`config.mk`:
```
export PLATFORM = sky130hd
export DESIGN_NAME = burst_data
export DESIGN_NICKNAME = d
export VERILOG_FILES = /design/src/rtl/burst_data.sv
export SDC_FILE = /design/constraint.sdc
export NUM_CORES = 1
export LEC_CHECK = 0
export BUFFER_PORTS_ARGS = -buffer_cell sky130_fd_sc_hd__buf_2
export CAP_MARGIN = 0
export CORE_UTILIZATION = 40
export DETAILED_ROUTE_END_ITERATION = 8
export PLACE_DENSITY = 0.65
export SYNTH_ARGS = -nofsm -noshare
export SYNTH_HDL_FRONTEND = slang
export SYNTH_SLANG_ARGS = --single-unit
```
`constraint.sdc`:
```
create_clock -name clock_t -period 3 [get_ports clock_t]
set_input_delay 0.6 -clock clock_t [delete_from_list [all_inputs] [get_ports clock_t]]
set_output_delay 0.6 -clock clock_t [all_outputs]
set_load 0.01 [all_outputs]
```
`src/rtl/burst_data.sv`:
```
// rtl/burst_data.sv - DDR CAS burst data sequencer with latency tracker
//
// Purpose: queues issued CAS commands, counts each one down to its first data
// cycle, then runs the DQ burst. Write bursts fetch and drive write data.
// Read bursts capture dq_in. Back-to-back bursts run seamlessly.
//
// Ports:
//   clock_t, reset_n       clock, synchronous active-low reset
//   cas_rdy, cas_rw        CAS strobe and command type (READ/WRITE)
//   CL, CWL, BL            read/write latency in clocks, burst length in beats
//   wr_data, wr_pop        write data source handshake (data one cycle after pop)
//   dq_out, dq_oe          write data and output enable toward the DRAM
//   dq_in                  read data from the DRAM
//   rd_data, rd_valid      captured read data, delayed one cycle
//   rw_done                one-cycle pulse after the last cycle of each burst
//   busy                   tracker non-empty or burst in progress
//   ovf_err, col_err       sticky tracker-overflow and burst-collision flags

package ddr_package;
   localparam logic [1:0] READ  = 2'b01;
   localparam logic [1:0] WRITE = 2'b10;
endpackage

module burst_data
   import ddr_package::*;
#(
   parameter int DW    = 8,
   parameter int DEPTH = 4
) (
   input  logic            clock_t,
   input  logic            reset_n,
   input  logic            cas_rdy,
   input  logic [1:0]      cas_rw,
   input  logic [4:0]      CL,
   input  logic [4:0]      CWL,
   input  logic [3:0]      BL,
   input  logic [2*DW-1:0] wr_data,
   input  logic [2*DW-1:0] dq_in,
   output logic            wr_pop,
   output logic [2*DW-1:0] dq_out,
   output logic            dq_oe,
   output logic [2*DW-1:0] rd_data,
   output logic            rd_valid,
   output logic            rw_done,
   output logic            busy,
   output logic            ovf_err,
   output logic            col_err
);

   localparam int OW = $clog2(DEPTH + 1);
   localparam int IW = (DEPTH > 1) ? $clog2(DEPTH) : 1;

   typedef enum logic {BD_IDLE, BD_BURST} state_t;
   state_t state, state_nx;

   // Tracker kept as a shift queue, index 0 is the head.
   // cnt = clocks left until the entry's first data cycle.
   logic          trk_wr  [DEPTH];
   logic [4:0]    trk_cnt [DEPTH];
   logic [2:0]    trk_len [DEPTH];
   logic          nx_wr   [DEPTH];
   logic [4:0]    nx_cnt  [DEPTH];
   logic [2:0]    nx_len  [DEPTH];
   logic [OW-1:0] occ;
   logic [IW-1:0] wr_idx;

   logic [2:0] left;      // clocks left in the current burst, including this one
   logic       cur_wr;

   logic       cmd_ok, full, push, pop, free, head_due, start;
   logic [4:0] lat, push_cnt;
   logic [2:0] push_len;

   always_comb begin
      cmd_ok   = cas_rdy && (cas_rw == READ || cas_rw == WRITE);
      lat      = (cas_rw == WRITE) ? CWL : CL;
      // Stored one less than the latency: the entry is first seen a cycle after issue.
      push_cnt = (lat == 5'd0) ? 5'd0 : lat - 5'd1;
      push_len = (BL == 4'd4) ? 3'd2 : 3'd4;
      // The burst engine can accept a new head next cycle.
      free     = (state == BD_IDLE) || (left == 3'd1);
      // The head's first data cycle is next cycle, or already overdue.
      head_due = (occ != '0) && (trk_cnt[0] <= 5'd1);
      start    = head_due && free;
      pop      = start;
      full     = (occ == OW'(DEPTH));
      push     = cmd_ok && (!full || pop);
   end

   // Next tracker contents: shift on pop, age every entry, append on push.
   always_comb begin
      for (int i = 0; i < DEPTH; i++) begin
         nx_wr[i]  = trk_wr[i];
         nx_cnt[i] = trk_cnt[i];
         nx_len[i] = trk_len[i];
      end
      if (pop) begin
         for (int i = 0; i < DEPTH - 1; i++) begin
            nx_wr[i]  = trk_wr[i+1];
            nx_cnt[i] = trk_cnt[i+1];
            nx_len[i] = trk_len[i+1];
         end
      end
      for (int i = 0; i < DEPTH; i++) begin
         if (nx_cnt[i] != 5'd0) nx_cnt[i] = nx_cnt[i] - 5'd1;
      end
      wr_idx = IW'(occ) - IW'(pop);
      if (push) begin
         nx_wr[wr_idx]  = (cas_rw == WRITE);
         nx_cnt[wr_idx] = push_cnt;
         nx_len[wr_idx] = push_len;
      end
   end

   always_ff @(posedge clock_t) begin
      if (!reset_n) begin
         occ <= '0;
         for (int i = 0; i < DEPTH; i++) begin
            trk_wr[i]  <= 1'b0;
            trk_cnt[i] <= 5'd0;
            trk_len[i] <= 3'd0;
         end
      end else begin
         occ <= occ + OW'(push) - OW'(pop);
         for (int i = 0; i < DEPTH; i++) begin
            trk_wr[i]  <= nx_wr[i];
            trk_cnt[i] <= nx_cnt[i];
            trk_len[i] <= nx_len[i];
         end
      end
   end

   // FSM state register
   always_ff @(posedge clock_t) begin
      if (!reset_n) state <= BD_IDLE;
      else          state <= state_nx;
   end

   // FSM next state: a start in the last burst cycle keeps BD_BURST (seamless)
   always_comb begin
      state_nx = state;
      case (state)
         BD_IDLE:  if (start) state_nx = BD_BURST;
         BD_BURST: if (left == 3'd1 && !start) state_nx = BD_IDLE;
         default:  state_nx = BD_IDLE;
      endcase
   end

   // FSM outputs
   always_comb begin
      dq_oe  = (state == BD_BURST) && cur_wr;
      dq_out = dq_oe ? wr_data : '0;
      // Fetch one word ahead: the cycle before a write burst, and every burst cycle but the last.
      wr_pop = (start && trk_wr[0]) || (dq_oe && left != 3'd1);
      busy   = (occ != '0) || (state == BD_BURST);
   end

   // Burst counter, read capture, completion and error flags
   always_ff @(posedge clock_t) begin
      if (!reset_n) begin
         left     <= 3'd0;
         cur_wr   <= 1'b0;
         rd_data  <= '0;
         rd_valid <= 1'b0;
         rw_done  <= 1'b0;
         ovf_err  <= 1'b0;
         col_err  <= 1'b0;
      end else begin
         if (start) begin
            left   <= trk_len[0];
            cur_wr <= trk_wr[0];
         end else if (state == BD_BURST) begin
            left <= left - 3'd1;
         end
         rd_valid <= (state == BD_BURST) && !cur_wr;
         if (state == BD_BURST && !cur_wr) rd_data <= dq_in;
         rw_done <= (state == BD_BURST) && (left == 3'd1);
         if (cmd_ok && full && !pop) ovf_err <= 1'b1;
         if (head_due && !free)      col_err <= 1'b1;
      end
   end

endmodule

```
==> results.txt, run 1 <==
status = finished clean
Detail Route Antenna Nets = 0
Clock power frac = 0.204
fraction of layout cells with a size suffix above 1 = 0.285
clk root buf = clkbuf_8
sw power = 1.82 mW
XOR/XNOR share of the synthesized area = 0.0346
H-tree Lvls = 3
f_max = 350 MHz
worst reg-to-reg setup slack = 0.14 ns
crit end category = flop
Via Count = 3230
Final Wtd Congestion = 0.819
vias in the first global route = 2872
Comb power frac = 0.513
CTS Buffer Depth = 2
FF-to-FF Start = trk_cnt[0][3]
min Tclk post-route = 2.86 ns
Synth Area in Compound Gates = 0.165
most instantiated cells after synthesis = dfxtp_1 (64), nand2_1 (50), nor2_1 (37)
Netlist Area Pre-Place = 3540 µm²
die footprint = 9240 µm²
final hold violation count = 0
CORE AREA = 8380 µm²
multiplexer area fraction after synthesis = 0.117
r2r worst-path depth = 10
critical path data required time = 3.21 ns
drt total wl = 8420 µm
post-synthesis net count = 481
simple-gate portion of the synthesized area = 0.218
Setup TNS = 0 ns
EDFF count, synth = 0
worst slew pin tran = 0.843 ns
hold path depth = 2
sequential power share = 0.283
Worst EP arrival = 3.07 ns
beginning of the worst hold path = rd_data[9]
Area growth, synth to finish = 23.4%
Post-Synth Adder-Cell Area = 0.0445
Worst setup startpoint = trk_cnt[0][3]
Die X = 96.1 µm
ant diodes = 0
Yosys top cell area share = 0.362
Critical Path Start Type = flop
hold path endpoint = rd_data[9]
# IOs = 90
Synth Register Bits = 64
area leader, netlist = dfxtp_1
Max FO, Critical Path = 24
DR vias/cell = 5.24
# setup viols final = 0
Nets = 570
starting density of the core = 0.423
die height = 96.1 µm
Syn Inst Count = 418
clock-pin transition on the worst setup and hold timing paths = 0.08 ns
count leader, synth = dfxtp_1
final setup margin = 0.144 ns
Async S/R FF share, synth = 0
gr usage total = 0.186
largest net degree at the start of global routing = 48
post-synthesis sequential area ratio = 0.362
largest family of logic cells by synthesized area = simple AND/OR/NAND/NOR gates
WL/cell = 13.6 µm
clock skew = 0.0125 ns
Rows = 33
ys flop type = dfxtp_1
drt drc = 0
first-pass detailed-route iteration total = 5
Synth area leaders = dfxtp_1 (36%), mux2i_1 (8.5%), nand2_1 (5.3%)
Iter 0 DRT Violations = 101
clk sink count = 64
DP Worst Slack = 0.177 ns
IO Port Bufs = 89
Hold Path Class = flop to flop
P_leak = 2.00 nW
Unique masters post-synth = 48
Worst Path Class, Setup = flop to flop
Yosys warning count = 0
Max-slew headroom = 0.430
internal power = 2.76 mW
switching share of power = 0.398
initial antenna violation count = 0
CTS buffer count = 9
global-route wire length before repair = 13300 µm
clock latency on the worst-skew pair = 0.35 ns
PD cells = 1050 nW/µm²
synthesized area per cell = 8.48 µm²
Max Transition Viols Final = 0
TritonCTS clock tree = built
maximum VDD drop = 0.000384 V
Final HPWL DP = 5940 µm
cts hold-fix bufs = 0
MaxCap Viol Count = 0
fin crit share = 0.952
unrepaired setup endpoints after global routing = no
Crit Reg-Reg Endpoint = trk_cnt[0][4]
global route overflow = 0
## area by class of cell
type                    instances  area (µm²)
clock buffers                   9         124
fillers                       795        4010
repair buffers                105         596
clock inverters                 7         128
flip-flops and latches         64        1280
multi-input cells             310        2050
well taps                     105         131
inverters                      17        63.8
## worst max-delay path by stage
| stage | slack (ns) | to | cells after the start |
|---|---|---|---|
| final | 0.14 | trk_cnt[0][4] | 10 |
| after global routing | 0.01 | trk_cnt[0][4] | 10 |
| after CTS | 0.07 | trk_cnt[1][1] | 9 |
| after detailed placement | 0.18 | trk_cnt[1][1] | 9 |
| after global placement | 0.26 | trk_cnt[1][1] | 9 |
| after floorplan | 0.07 | trk_cnt[1][3] | 12 |
## flip-flops by register name (all words and copies together), names as in the netlist, 3 cells and up, named ones only
register,count
trk_wr,4
occ,3
trk_len,10
trk_cnt,20
left,3
rd_data,16
## through the flow
step                      cells  utilization  hold slack (ns)  power [mW]  instance area [µm²]
after global routing        617        0.522            0.468        4.93                 4370
after floorplan             418            -            0.424        3.13                 3540
after detailed placement    600        0.488            0.443        3.59                 4090
after CTS                   615        0.518            0.454        4.53                 4340
final                       617        0.522            0.452        4.58                 4370
after global placement      600        0.488            0.440        3.52                 4090
## per-layer routing
metal	track usage	up-vias	part of all wire
met2	0.306	89	0.46
met4	0.0883	0	0.018
met1	0.233	1477	0.46
li1	-	1651	-
met3	0.0363	13	0.059
met5	0	-	0
## repair_timing
item,in CTS,in global routing
setup endpoints to repair,1,5
pin swaps,0,1
buffers inserted,0,1
resized for setup,0,1
cloned,0,1
## cell usage in the layout, fill, tap and decap left out, types with 13 or more instances in the layout
cell,n
buf_2,89
dfxtp_1,64
nand2_1,50
nor2_1,37
a21oi_1,34
mux2i_1,29
and3_1,20
inv_1,16
buf_4,14
nor3_1,13
## power groups by stage
stage	combinational, mW	sequential [mW]	clock (mW)
2_1_floorplan	1.87	1.26	0
3_3_place_gp	2.22	1.30	0
3_5_place_dp	2.28	1.31	0
4_1_cts	2.28	1.29	0.958
5_1_grt	2.61	1.33	0.997
6_report	2.35	1.30	0.937
## logic make-up after synthesis
| group | Yosys count |
|---|---|
| xor gates and xnor gates | 14 |
| DFF | 64 |
| adders and majority gates | 12 |
| buffers and inverters | 44 |
| muxes | 40 |
| and+or+nand+nor | 157 |
| AOI/OAI and AO/OA | 87 |
## worst max-delay path, stage by stage (launching register included)
cell and delay, ns:
dfxtp_1 0.36, or4_4 0.59, a211oi_4 0.26, buf_12 0.23, mux2i_1 0.30, ha_1 0.22
nor3b_1 0.31, xnor2_1 0.17, a21oi_1 0.05, a31oi_1 0.14, o32ai_1 0.09
Note: power is estimated with default switching activity, not from simulation.
==> inputs of run 2 (changes only) <==
--- a/config.mk
+++ b/config.mk
@@ -5,7 +5,7 @@
 export SDC_FILE = /design/constraint.sdc
 export NUM_CORES = 1
 export LEC_CHECK = 0
-export BUFFER_PORTS_ARGS = -buffer_cell sky130_fd_sc_hd__buf_2
+export BUFFER_PORTS_ARGS = -buffer_cell sky130_fd_sc_hd__clkbuf_2
 export CAP_MARGIN = 0
 export CORE_UTILIZATION = 40
 export DETAILED_ROUTE_END_ITERATION = 8
==> run 2 against run 1 <==
Sequential share of layout area up 0.067 points. Die area unchanged. Critical path depth decreased by 3. Global-route usage grew 0.41 points. Non-clock buffer count grew 5. First-iteration DRC count grew 14%. Register-to-register slack improved by 0.096 ns. Routed wire length rose by 0.56%. Count of clock-buffer cells in the layout stayed put. Largest power group unchanged.
==> results.txt, run 2 (same netlist as run 1, synthesis figures left out) <==
status = finished clean (unchanged)
gr usage total = 0.190 (was 0.186)
clk sink count = 64 (unchanged)
Setup TNS = 0 ns (unchanged)
Worst EP arrival = 2.22 ns (was 3.07 ns)
PD cells = 1030 nW/µm² (was 1050 nW/µm²)
Rows = 33 (unchanged)
fraction of layout cells with a size suffix above 1 = 0.290 (was 0.285)
first-pass detailed-route iteration total = 4 (was 5)
Via Count = 3185 (was 3230)
Max-slew headroom = 0.471 (was 0.430)
H-tree Lvls = 3 (unchanged)
FF-to-FF Start = trk_cnt[0][3] (unchanged)
most frequent cells in the layout = clkbuf_2 (89), dfxtp_1 (64), nand2_1 (50) (was buf_2 (89), dfxtp_1 (64), nand2_1 (50))
drt drc = 0 (unchanged)
clk root buf = clkbuf_8 (unchanged)
Critical Path Start Type = flop (unchanged)
Biggest register = trk_cnt (unchanged)
clock skew = 0.00791 ns (was 0.0125 ns)
IO Port Bufs = 89 (unchanged)
MaxCap Viol Count = 0 (unchanged)
Final HPWL DP = 6090 µm (was 5940 µm)
CTS buffer count = 9 (unchanged)
critical path's most frequent cell = nand2_1
Iter 0 DRT Violations = 115 (was 101)
drt total wl = 8460 µm (was 8420 µm)
die footprint = 9240 µm² (unchanged)
clock latency on the worst-skew pair = 0.36 ns (was 0.35 ns)
vias in the first global route = 2881 (was 2872)
worst reg-to-reg setup slack = 0.24 ns (was 0.14 ns)
DR vias/cell = 5.12 (was 5.24)
Worst Path Class, Setup = flop to output port (was flop to flop)
Area growth, synth to finish = 23.2% (was 23.4%)
WL/cell = 13.6 µm (about the same)
CORE AREA = 8380 µm² (unchanged)
final instance area = 4360 µm² (was 4370 µm²)
hold path endpoint = rd_data[15] (was rd_data[9])
placed inst area = 4100 µm² (was 4090 µm²)
TritonCTS clock tree = built (unchanged)
Detail Route Antenna Nets = 0 (unchanged)
r2r worst-path depth = 10 (unchanged)
starting density of the core = 0.423 (unchanged)
# IOs = 90 (unchanged)
die height = 96.1 µm (unchanged)
clock-pin transition on the worst setup and hold timing paths = 0.08 ns (about the same)
# setup viols final = 0 (unchanged)
global-route wire length before repair = 13400 µm (was 13300 µm)
fin crit share = 0.939 (was 0.952)
commonest non-fill, non-tap cell in the layout = clkbuf_2 (was buf_2)
Crit Reg-Reg Endpoint = trk_cnt[0][4] (unchanged)
global route overflow = 0 (unchanged)
max FFs per register = 20 (unchanged)
largest registers = trk_cnt x20, rd_data x16, trk_len x10 (unchanged)
beginning of the worst hold path = rd_data[15] (was rd_data[9])
hold path depth = 2 (unchanged)
initial antenna violation count = 0 (unchanged)
Final Wtd Congestion = 0.817 (was 0.819)
CTS Buffer Depth = 2 (unchanged)
ant diodes = 0 (unchanged)
min Tclk post-route = 2.82 ns (was 2.86 ns)
unrepaired setup endpoints after global routing = no (unchanged)
Hold Path Class = flop to flop (unchanged)
Max Transition Viols Final = 0 (unchanged)
Crit-path slowest cell = or4_4 (unchanged)
Nets = 575 (was 570)
worst slew pin tran = 0.782 ns (was 0.843 ns)
critical path data required time = 2.40 ns (was 3.21 ns)
crit end category = output port (was flop)
Max FO, Critical Path = 21 (was 24)
Die X = 96.1 µm (unchanged)
f_max = 355 MHz (was 350 MHz)
cts hold-fix bufs = 0 (unchanged)
P_leak = 1.98 nW (was 2.00 nW)
maximum VDD drop = 0.000389 V (was 0.000384 V)
CP max stage delay = 0.58 ns (was 0.59 ns)
largest net degree at the start of global routing = 28 (was 48)
CP Cell Sequence = or4_4, a211oi_4, buf_6, buf_8, nand2_1, nand2_1, clkbuf_2 (was or4_4, a211oi_4, buf_12, mux2i_1, ha_1, nor3b_1, xnor2_1, a21oi_1, a31oi_1, o32ai_1)
final hold violation count = 0 (unchanged)
==> run 2: per-stage QoR <==
step | hold WS [ns] | utilization | setup slack [ns] | total power [mW] | std cells
floorplan | 0.424 | - | 0.0675 | 3.13 | 418
global placement | 0.437 | 0.489 | 0.165 | 3.51 | 602
detailed placement | 0.447 | 0.489 | 0.0813 | 3.58 | 602
CTS | 0.442 | 0.517 | 0.0172 | 4.47 | 618
global route | 0.455 | 0.521 | 0.0659 | 4.88 | 622
finish | 0.457 | 0.521 | 0.184 | 4.50 | 622
==> run 2: repair_timing <==
action,4_1_cts,5_1_grt
gates resized for setup,3,0
setup endpoints to repair,1,5
pin swaps,0,1
setup buffers,0,4
==> run 2: worst max-delay path by stage <==
| stage | startpoint | endpoint | slack (ns) | depth (start not counted) |
|---|---|---|---|---|
| 6_report | trk_cnt[0][3] | wr_pop | 0.18 | 7 |
| 5_1_grt | trk_cnt[0][3] | trk_cnt[0][4] | 0.07 | 10 |
| 4_1_cts | trk_cnt[0][3] | wr_pop | 0.02 | 7 |
| 3_5_place_dp | trk_cnt[0][3] | trk_cnt[1][1] | 0.08 | 9 |
| 3_3_place_gp | trk_cnt[0][3] | trk_cnt[1][1] | 0.16 | 9 |
| 2_1_floorplan | trk_cnt[0][3] | trk_cnt[1][3] | 0.07 | 12 |
==> run 2: critical path, delay by kind of cell, from the launching register on <==
kind | cells | cell delay, ns
and+or+nand+nor | 3 | 0.76
AOI/OAI and AO/OA | 1 | 0.21
buffers and inverters | 3 | 0.54
DFF | 1 | 0.35
==> run 2: where the power goes <==
part | internal, mW | leakage (nW) | switching (mW)
combinational | 1.11 | 1.35 | 1.24
clock | 0.476 | 0.110 | 0.381
sequential | 1.09 | 0.523 | 0.211
total | 2.67 | 1.98 | 1.83
==> run 2: final cells by class <==
class                           count  area, µm²
Inverter                           17       63.8
Clock inverter                      7        103
Fill cell                         808       4020
Tap cell                          105        131
Clock buffer                        9        124
Sequential cell                    64       1280
Multi-Input combinational cell    310       2050
Timing Repair Buffer              110        614
==> run 2: per-layer routing <==
metal | part of all wire | global-route usage | up-vias | routed length (µm)
li1 | - | - | 1666 | -
met1 | 0.48 | 0.249 | 1430 | 4060
met2 | 0.45 | 0.297 | 79 | 3850
met3 | 0.049 | 0.0490 | 10 | 415
met4 | 0.017 | 0.0759 | 0 | 142
met5 | 0 | 0 | - | 0
==> inputs of run 3 (changes only) <==
--- a/config.mk
+++ b/config.mk
@@ -9,7 +9,7 @@
 export CAP_MARGIN = 0
 export CORE_UTILIZATION = 40
 export DETAILED_ROUTE_END_ITERATION = 8
-export PLACE_DENSITY = 0.65
+export RECOVER_POWER = 100
 export SYNTH_ARGS = -nofsm -noshare
 export SYNTH_HDL_FRONTEND = slang
 export SYNTH_SLANG_ARGS = --single-unit
==> constraint.sdc (replaced) <==
create_clock -name clock_t -period 3.3 [get_ports clock_t]
set_input_delay 0.66 -clock clock_t [delete_from_list [all_inputs] [get_ports clock_t]]
set_output_delay 0.66 -clock clock_t [all_outputs]
set_load 0.01 [all_outputs]
==> run 3 against run 2 <==
Clock skew grew 0.00082 ns. First-iteration DRC count grew 62%. Critical path type is now flop to flop. Largest power group unchanged. Total power shrank 15%. Cell area shrank 4.1%. Routed wire length grew 0.11%. Via count grew 0.16%.
==> results.txt, run 3 (same netlist as run 1, synthesis figures left out) <==
hold_ws = 0.454 ns (was 0.457 ns)
CP max stage delay = 0.59 ns (was 0.58 ns)
post_cts resized = 0 (was 3)
starting density of the core = 0.423 (unchanged)
Worst Path Class, Setup = flop to flop (was flop to output port)
hold path depth = 2 (unchanged)
drt drc = 0 (unchanged)
TritonCTS clock tree = built (unchanged)
global route overflow = 0 (unchanged)
status = finished clean (unchanged)
Detail Route Antenna Nets = 0 (unchanged)
# IOs = 90 (unchanged)
WL/cell = 13.9 µm (was 13.6 µm)
initial antenna violation count = 0 (unchanged)
Fill cells = 873 (was 808)
IO Port Bufs = 89 (unchanged)
most frequent cells in the layout = dfxtp_1 (64), clkbuf_2 (51), nand2_1 (50) (was clkbuf_2 (89), dfxtp_1 (64), nand2_1 (50))
critical path's most frequent cell = mux2i_1 (was nand2_1)
Multi-input gate area = 2050 µm² (unchanged)
min Tclk post-route = 3.03 ns
crit end category = flop (was output port)
CTS buffer count = 9 (unchanged)
Hold Path Class = flop to flop (unchanged)
register area = 1280 µm² (unchanged)
CORE AREA = 8380 µm² (unchanged)
P_leak = 1.76 nW (was 1.98 nW)
CTS Buffer Depth = 2 (unchanged)
H-tree Lvls = 3 (unchanged)
clock latency on the worst-skew pair = 0.34 ns (was 0.36 ns)
Max FO, Critical Path = 49 (was 21)
Max Transition Viols Final = 0 (unchanged)
Final HPWL DP = 6120 µm (was 6090 µm)
setup bufs post-CTS = 0 (unchanged)
Final Wtd Congestion = 0.803 (was 0.817)
MaxCap Viol Count = 0 (unchanged)
first-pass detailed-route iteration total = 4 (unchanged)
drt total wl = 8470 µm (was 8460 µm)
ant diodes = 0 (unchanged)
fraction of layout cells with a size suffix above 1 = 0.180 (was 0.290)
Worst EP arrival = 3.27 ns (was 2.22 ns)
unrepaired setup endpoints after global routing = no (unchanged)
cts hold-fix bufs = 0 (unchanged)
Area growth, synth to finish = 18.1% (was 23.2%)
die footprint = 9240 µm² (unchanged)
fin crit share = 0.917
largest net degree at the start of global routing = 50 (was 28)
maximum VDD drop = 0.000437 V (was 0.000389 V)
clk sink count = 64 (unchanged)
commonest non-fill, non-tap cell in the layout = dfxtp_1 (was clkbuf_2)
Crit-path slowest cell = or4_4 (unchanged)
Nets = 564 (was 575)
Via Count = 3190 (was 3185)
Die X = 96.1 µm (unchanged)
Critical Path Start Type = flop (unchanged)
clock skew = 0.00873 ns (was 0.00791 ns)
# setup viols final = 0 (unchanged)
DR vias/cell = 5.22 (was 5.12)
f_max = 330 MHz
max FFs per register = 20 (unchanged)
clock-pin transition on the worst setup and hold timing paths = 0.07 ns (was 0.08 ns)
Rows = 33 (unchanged)
final hold violation count = 0 (unchanged)
r2r worst-path depth = 9 (was 10)
worst slew pin tran = 1.08 ns (was 0.782 ns)
Max-slew headroom = 0.279 (was 0.471)
largest registers = trk_cnt x20, rd_data x16, trk_len x10 (unchanged)
critical path data required time = 3.54 ns (was 2.40 ns)
vias in the first global route = 2959 (was 2881)
clk root buf = clkbuf_8 (unchanged)
gr usage total = 0.191 (was 0.190)
Biggest register = trk_cnt (unchanged)
Iter 0 DRT Violations = 186 (was 115)
Setup TNS = 0 ns (unchanged)
CP Cell Sequence = or4_4, a211oi_4, buf_12, mux2i_1, ha_1, nand2_1, mux2_1, mux2i_1, a31o_2 (was or4_4, a211oi_4, buf_6, buf_8, nand2_1, nand2_1, clkbuf_2)
global-route wire length before repair = 13800 µm (was 13400 µm)
PD cells = 919 nW/µm² (was 1030 nW/µm²)
die height = 96.1 µm (unchanged)
## run 3: worst max-delay path, delay by kind of cell, from the launching register on
family / cells / cell delay [ns]
AO/OA/AOI/OAI: 2 / 0.53
flip-flops: 1 / 0.36
AND/OR/NAND/NOR: 2 / 0.65
buffers and inverters: 1 / 0.30
multiplexers: 3 / 0.82
adder cells (fa/ha/maj): 1 / 0.24
## run 3: layout make-up
type                            count  area share
Clock buffer                       11      0.0338
Clock inverter                      5      0.0135
Inverter                           17      0.0153
Multi-Input combinational cell    310       0.489
Sequential cell                    64       0.306
Tap cell                          105      0.0314
Timing Repair Buffer               99       0.111
## run 3: worst paths after layout
path                                     from       endpoint  slack (ns)
worst max-delay path            trk_cnt[0][3]  trk_cnt[1][1]        0.27
worst min-delay path                     flop           flop        0.45
worst max register to register  trk_cnt[0][3]  trk_cnt[1][1]        0.27
worst min register to register           flop           flop        0.45
## run 3: power breakdown
part           internal (mW)  switching (mW)
clock network          0.368           0.305
registers              0.988           0.192
logic                  0.884            1.11
## run 3: routing by layer
metal / vias to the layer above / track usage / routed length, µm
met1: 1463 / 0.237 / 3920
li1: 1638 / - / -
met5: - / 0 / 0
met2: 78 / 0.326 / 4000
met4: 0 / 0.0535 / 96
met3: 11 / 0.0482 / 454
## run 3: stage by stage
stage | power (mW) | instance area [µm²] | utilization | setup WS, ns | cells
6_report | 3.84 | 4180 | 0.499 | 0.273 | 611
5_1_grt | 4.19 | 4180 | 0.499 | 0.105 | 611
4_1_cts | 3.91 | 4250 | 0.508 | 0.356 | 611
3_5_place_dp | 3.22 | 4060 | 0.484 | 0.370 | 595
3_3_place_gp | 3.17 | 4060 | 0.484 | 0.446 | 595
2_1_floorplan | 2.85 | 3540 | - | 0.367 | 418
